[config.mk]
export PLATFORM = sky130hd
export DESIGN_NAME = questao_4_decoder
export DESIGN_NICKNAME = d
export VERILOG_FILES = /design/src/rtl/questao_4_decoder.sv
export SDC_FILE = /design/constraint.sdc
export NUM_CORES = 1
export LEC_CHECK = 0
export BUFFER_PORTS_ARGS = -buffer_cell sky130_fd_sc_hd__buf_2
export CAP_MARGIN = 10
export CORE_AREA = 4 4 57 59
export DETAILED_ROUTE_END_ITERATION = 6
export DIE_AREA = 0 0 61 63
export SYNTH_ARGS = -nofsm -noshare
export SYNTH_HDL_FRONTEND = slang
export SYNTH_SLANG_ARGS = --single-unit
[constraint.sdc]
create_clock -name clk -period 1.8 [get_ports clk]
set_input_delay 0.27 -clock clk [delete_from_list [all_inputs] [get_ports clk]]
set_output_delay 0.27 -clock clk [all_outputs]
set_load 0.1 [all_outputs]
[src/rtl/questao_4_decoder.sv]
// Receive-side decoder for question-4 match codes: a 3-entry loadable table,
// a single registered result slot with backpressure, and a saturating miss counter.
module questao_4_decoder #(
   parameter int WIDTH = 1,
   parameter int CNT_W = 8
) (
   input  logic             clk,
   input  logic             rst,
   input  logic             wr_en,
   input  logic [1:0]       wr_sel,
   input  logic [WIDTH-1:0] wr_data,
   input  logic             code_valid,
   output logic             code_ready,
   input  logic [1:0]       code,
   output logic             out_valid,
   input  logic             out_ready,
   output logic [WIDTH-1:0] out_data,
   output logic             out_hit,
   output logic [2:0]       out_onehot,
   output logic [CNT_W-1:0] miss_count
);

   typedef enum logic {
      EMPTY = 1'b0,
      FULL  = 1'b1
   } state_t;

   state_t                    state_reg, state_next;
   logic [2:0][WIDTH-1:0]     entry_q;
   logic                      accept;
   logic [WIDTH-1:0]          data_next;
   logic                      hit_next;
   logic [2:0]                onehot_next;
   logic [WIDTH-1:0]          out_data_reg;
   logic                      out_hit_reg;
   logic [2:0]                out_onehot_reg;
   logic [CNT_W-1:0]          miss_reg;

   // Entry gi holds B(gi+1) and is selected by wr_sel == gi+1.
   genvar gi;
   generate
      for (gi = 0; gi < 3; gi++) begin : g_entry
         logic [WIDTH-1:0] entry_reg;

         always_ff @(posedge clk) begin
            if (rst) begin
               entry_reg <= '0;
            end else if (wr_en && (wr_sel == 2'(gi + 1))) begin
               entry_reg <= wr_data;
            end
         end

         assign entry_q[gi] = entry_reg;
      end
   endgenerate

   assign code_ready = (state_reg == EMPTY) || out_ready;
   assign accept     = code_valid && code_ready;

   // Reads the registered table, so a same-cycle write is seen only by later codes.
   always_comb begin
      data_next   = '0;
      hit_next    = 1'b0;
      onehot_next = 3'b000;
      case (code)
         2'b01: begin
            data_next   = entry_q[0];
            hit_next    = 1'b1;
            onehot_next = 3'b001;
         end
         2'b10: begin
            data_next   = entry_q[1];
            hit_next    = 1'b1;
            onehot_next = 3'b010;
         end
         2'b11: begin
            data_next   = entry_q[2];
            hit_next    = 1'b1;
            onehot_next = 3'b100;
         end
         default: begin
            data_next   = '0;
            hit_next    = 1'b0;
            onehot_next = 3'b000;
         end
      endcase
   end

   always_comb begin
      state_next = state_reg;
      if (accept) begin
         state_next = FULL;
      end else if (out_ready) begin
         state_next = EMPTY;
      end
   end

   always_ff @(posedge clk) begin
      if (rst) begin
         state_reg <= EMPTY;
      end else begin
         state_reg <= state_next;
      end
   end

   // Payload is only reloaded on accept; a drain leaves the last result in place.
   always_ff @(posedge clk) begin
      if (rst) begin
         out_data_reg   <= '0;
         out_hit_reg    <= 1'b0;
         out_onehot_reg <= 3'b000;
      end else if (accept) begin
         out_data_reg   <= data_next;
         out_hit_reg    <= hit_next;
         out_onehot_reg <= onehot_next;
      end
   end

   always_ff @(posedge clk) begin
      if (rst) begin
         miss_reg <= '0;
      end else if (accept && (code == 2'b00) && (miss_reg != {CNT_W{1'b1}})) begin
         miss_reg <= miss_reg + CNT_W'(1);
      end
   end

   assign out_valid  = (state_reg == FULL);
   assign out_data   = out_data_reg;
   assign out_hit    = out_hit_reg;
   assign out_onehot = out_onehot_reg;
   assign miss_count = miss_reg;

endmodule

==> After elaboration in Yosys (flattened, before gate mapping) <==
Index checks and enable logic that the tools add are counted.
{ "totals": {"ram_bits": 0, "register_bits": 17, "wordCells": 32, "latchBits": 0, "rom_bits": 0, "input_bits": 10, "memories": 0, "out_inout_bits": 15} }
{ "classes": {"n_reduce_logical": 10, "add_sub_neg": 1, "eq_ne": 7, "multipliers": 0, "div_mod_pow": 0, "shift": 0, "order_cmp": 0, "mux": 5, "bitwise": 1} }
{ "ops": {"columns": ["op", "count"], "rows": [
  ["$pmux 3 s3", 1],
  ["$add 8x1->8 const B", 1],
  ["$eq 2x2->1 const B", 4],
  ["$ne 8x8->1 const B", 1],
  ["$logic_and 1x1->1", 6],
  ["$eq 2x1->1 const B", 2],
  ["$mux 1", 3],
  ["$pmux 1 s3", 1],
  ["$reduce_or 3->1", 1],
  ["$logic_not 2->1", 1],
  ["$reduce_bool 2->1", 1],
  ["$logic_or 1x1->1", 1],
  ["$not 1->1", 1]
]} }

==> Logic depth before layout (Yosys ltp) <==
{ "logic_depth": {"ltp_word": 5, "mapped_depth": 6, "ltp_nobuf": 5} }

==> Least setup slack after synthesis <==
No wires, ideal clock.
{ "synth_timing": {"path_type": "register -> register", "start": "register state_reg (netlist: out_valid)", "end": "register miss_reg[6] (netlist: miss_count[6])", "required_ns": 1.714, "setup_ns": 0.086, "n_path_buf": 1, "slack_ns": -0.625, "arrival_time_ns": 2.339, "stages_incl_launch_ff": 7, "period_less_slack_ns": 2.425, "cell_sequence": "dfxtp_1 -> nor2b_4 -> clkinv_2 -> nand3_2 -> buf_2 -> nor4_1 -> a211oi_1"} }
{ "synth_between": {"elab_chain_len": 5} }
{ "synth_lines": {"columns": ["item", "line_no", "rtl"], "rows": [
  ["from (decl)", "28", "state_t state_reg, state_next;"],
  ["from (signal assigned)", "102", "state_reg <= state_next;"],
  ["$not 1->1", "57", "assign code_ready = (state_reg == EMPTY) || out_ready;"],
  ["$logic_or 1x1->1", "57", null],
  ["net code_ready", "13", "output logic code_ready,"],
  ["$logic_and 1x1->1", "58", "assign accept = code_valid && code_ready;"],
  ["$logic_and 1x1->1 (2 in series)", "122", "end else if (accept && (code == 2'b00) && (miss_reg != {CNT_W{1'b1}})) begin"],
  ["to (signal assigned)", "123", "miss_reg <= miss_reg + CNT_W'(1);"],
  ["to (decl)", "37", "logic [CNT_W-1:0] miss_reg;"]
]} }
The timed path passes the listed nets, and every way through them passes these cells.
A chain may end at the register's enable or synchronous reset.

==> Final worst setup path <==
{ "layout_timing": {"start": "register miss_reg[0] (netlist: miss_count[0])", "end": "register miss_reg[1] (netlist: miss_count[1])"} }
{ "layout_between": {"elab_chain_len": 2, "elab_cells_between_ends": 3, "classes_between": "add/sub (1); eq/ne (1); reduce/logical (1)"} }
{ "layout_lines": {"columns": ["item"], "rows": [
  ["parallel branches: the longest is 2 deep, another holds $add 8x1->8"]
]} }
Parallel ways; which one is timed is not known.

==> impl_metrics.toml <==
[run_status]
status = "finished, final reports clean"

[yosys]
async_flop_share_pct = 0
synth_ff_type = "dfxtp_1"
synth_nets = 102
yosysUniqueCellTypes = 32
synth_edf_count = 0
yosysWarnings = 0
ys_ff_latch = 17
syn_inst = 91
postSynthAreaPerCell_um2 = 8.66
syn_area_um2 = 788
ys_seq_area_share_pct = 43.2

[layout]
syn2layout_area_growth_pct = 24.1
design_area_um2 = 978
stdcell_count = 147
final_util_pct = 36.1
drive_above_1_share_pct = 38.8
diodes = 0
final_nets = 128
largest_register_ff_count = 8

[worst_setup_path]
rr_startpoint = "miss_count[0]"
critPathKind = "register to register"
path_depth = 5
regToRegSetupSlack_ns = 0.25
cp_slowest_cell = "nor3_2"
endpoint_kind = "register"
critPathTopFamily = "simple AND/OR/NAND/NOR gates"
ff2ff_path_depth = 5
worst-path-buf-inv = 0
start_kind = "register"
crit_required_ns = 1.97
cp.arrival_ns = 1.73
path_cells = "ha_1 > nand2_1 > nor3_2 > or3b_2 > a21oi_1"
critPathMaxStageDelay_ns = 0.46
reg2reg_to = "miss_count[1]"
cp_max_fo = 10

[sta]
post-route-min-period_ns = 1.55
report.final.slew_viol_count = 0
relSlewSlack_pct = 65.3
rsz0062_at_grt = "no"
clock_skew_ns = 0.00563
hold_viol_final = 0
setup-tns-final_ns = 0
worstMarginPinSlew_ns = 0.518
fin_crit_sh_pct = 86.4
finalSetupViolCount = 0
max_freq_ghz = 0.643

[floorplanning]
boundaryPins = 25
row_count = 19
core-area_um2 = 2710
dieArea_um2 = 3840
start_util_pct = 29.1
die_h_um = 63
die_x_um = 61

[power]
leakagePower_nw = 0.397
total_power_uw = 741
p_per_area_nw_per_um2 = 757
ir_worst_vdd_mv = 0.508

[clocking]
cts.clk_slew.worst_paths_ns = 0.11
cts_tree = "done"
clock_tree.buffer_depth = 2
cts_made_buffers = 3
clockRootBuffer = "clkbuf_4"
clock_latency_ns = 0.29
post-cts-setup-buffer-count = 0
ctsHoldBuffers = 0
ctsResizeCount = 0
cts_max_level = 1
clock-sinks = 17

[routing]
via_per_inst = 5.11
drcViolationCount = 0
finalWirelength_um = 1820
num_vias = 751
routedWlPerCell_um = 12.4
drtIter0Drc = 7
first_pass_iters = 3
ant_nets = 0

[placement]
dp_hpwl_um = 1390
port_buffers = 24
dp_cells = 143
placed_cell_area_um2 = 951
gp_congestion = 0.759

[grt]
grt_max_degree = 19
antenna_found_initial = 0
first_global_vias = 689
grt_overflow = 0
grt_pass1_wl_um = 2830
track_usage_pct = 9.61

[worst_hold_path]
min_path_cells = 3
hp-class = "input pin to register"
whs_endpoint = "g_entry[2].entry_reg"
min_from = "wr_data"

[job]
maxCapViolCount = 0
-- area by class of cell --
| class | count | area (µm²) |
|---|---|---|
| fill | 315 | 1730 |
| multi-input combinational | 66 | 415 |
| sequential | 17 | 353 |
| timing repair buffer | 24 | 120 |
| tap | 31 | 38.8 |
| inverter | 5 | 23.8 |
| clock buffer | 3 | 22.5 |
| clock inverter | 1 | 5.00 |
-- cell families (layout without fill, tap and decap cells) --
logic type / after synthesis / after routing / synth area share, %
AOI/OAI and AO/OA: 21 / 21 / 16.5
adders and majority gates: 1 / 1 / 1.59
buffers and inverters: 8 / 33 / 4.12
DFF: 17 / 17 / 43.2
muxes: 4 / 4 / 5.24
and+or+nand+nor: 40 / 40 / 29.4
-- cells in the mapped netlist, drive strengths merged, types with 2 or more instances --
| cell | count | share of area, % |
|---|---|---|
| a21oi | 9 | 5.7 |
| a31oi | 2 | 1.6 |
| buf | 2 | 1.1 |
| dfxtp | 17 | 43 |
| inv | 4 | 1.9 |
| mux2i | 3 | 3.8 |
| nand2 | 10 | 4.8 |
| nand3 | 7 | 5.7 |
| nor2 | 9 | 4.6 |
| nor2b | 2 | 2.5 |
| nor3 | 3 | 2.5 |
| nor4 | 2 | 1.6 |
| o21ai | 3 | 1.9 |
| o31ai | 2 | 1.9 |
| o41ai | 2 | 2.2 |
| or4 | 3 | 2.9 |
-- cells in the final DEF (no fill, tap or decap) --
| cell | synthesis | routed |
|---|---|---|
| a221oi_1 | 1 | 1 |
| ha_1 | 1 | 1 |
| o311ai_0 | 1 | 1 |
| nor2b_4 | 1 | 1 |
| nand3_1 | 5 | 5 |
| a21oi_1 | 9 | 9 |
| a211oi_1 | 1 | 1 |
| nor4b_2 | 1 | 1 |
| clkinv_2 | 1 | 1 |
| dfxtp_4 | 0 | 1 |
| or4_1 | 3 | 3 |
| or3_1 | 1 | 1 |
| dfxtp_1 | 17 | 9 |
| dfxtp_2 | 0 | 7 |
| mux2_2 | 1 | 1 |
| nor3_1 | 2 | 2 |
| clkinv_4 | 0 | 1 |
| nor2_2 | 1 | 1 |
| nor4_1 | 2 | 2 |
| nor2b_1 | 1 | 1 |
| nand2_1 | 10 | 10 |
| o31ai_1 | 2 | 2 |
| a31oi_1 | 2 | 2 |
| nand3_2 | 2 | 2 |
| o41ai_1 | 2 | 2 |
| mux2i_1 | 3 | 3 |
| nor3_2 | 1 | 1 |
| nand3b_1 | 1 | 1 |
| o21ai_0 | 3 | 3 |
| inv_1 | 4 | 4 |
| clkbuf_4 | 0 | 3 |
| or3b_2 | 1 | 1 |
| buf_2 | 1 | 24 |
| nor2_1 | 8 | 8 |
-- worst min-delay path, cell delays in order --
cell and delay (ns):
buf_2 0.10, mux2i_1 0.06, nor2_1 0.07
-- per-stage QoR --
stage	worst slack, ns	hold slack (ns)
6_report	0.245	0.238
5_1_grt	0.0906	0.238
4_1_cts	0.233	0.239
3_5_place_dp	0.210	0.448
3_3_place_gp	0.283	0.438
2_1_floorplan	0.00860	0.414
-- worst max path at each step --
| stage | start | to |
|---|---|---|
| after floorplan | miss_count[7] | miss_count[1] |
| after global placement | code[0] | miss_count[4] |
| after detailed placement | code[0] | miss_count[5] |
| after CTS | miss_count[0] | miss_count[1] |
| after global routing | miss_count[0] | miss_count[2] |
| final | miss_count[0] | miss_count[1] |
-- layer usage --
layer / global-route usage (%) / part of all wire, % / vias up
met3: 4.55 / 8.8 / 2
met4: 1.63 / 0.49 / 0
li1: - / - / 383
met1: 10.9 / 46 / 344
met5: 0 / 0 / -
met2: 16.3 / 45 / 22
-- where the power goes --
group	internal, mW	leakage [nW]	switching (mW)	total, mW
Combinational	0.0303	0.237	0.110	0.140
Clock	0.0827	0.0177	0.125	0.208
Sequential	0.387	0.142	0.00571	0.392
Total	0.500	0.397	0.241	0.741
Power figures use the tool's default switching activity.
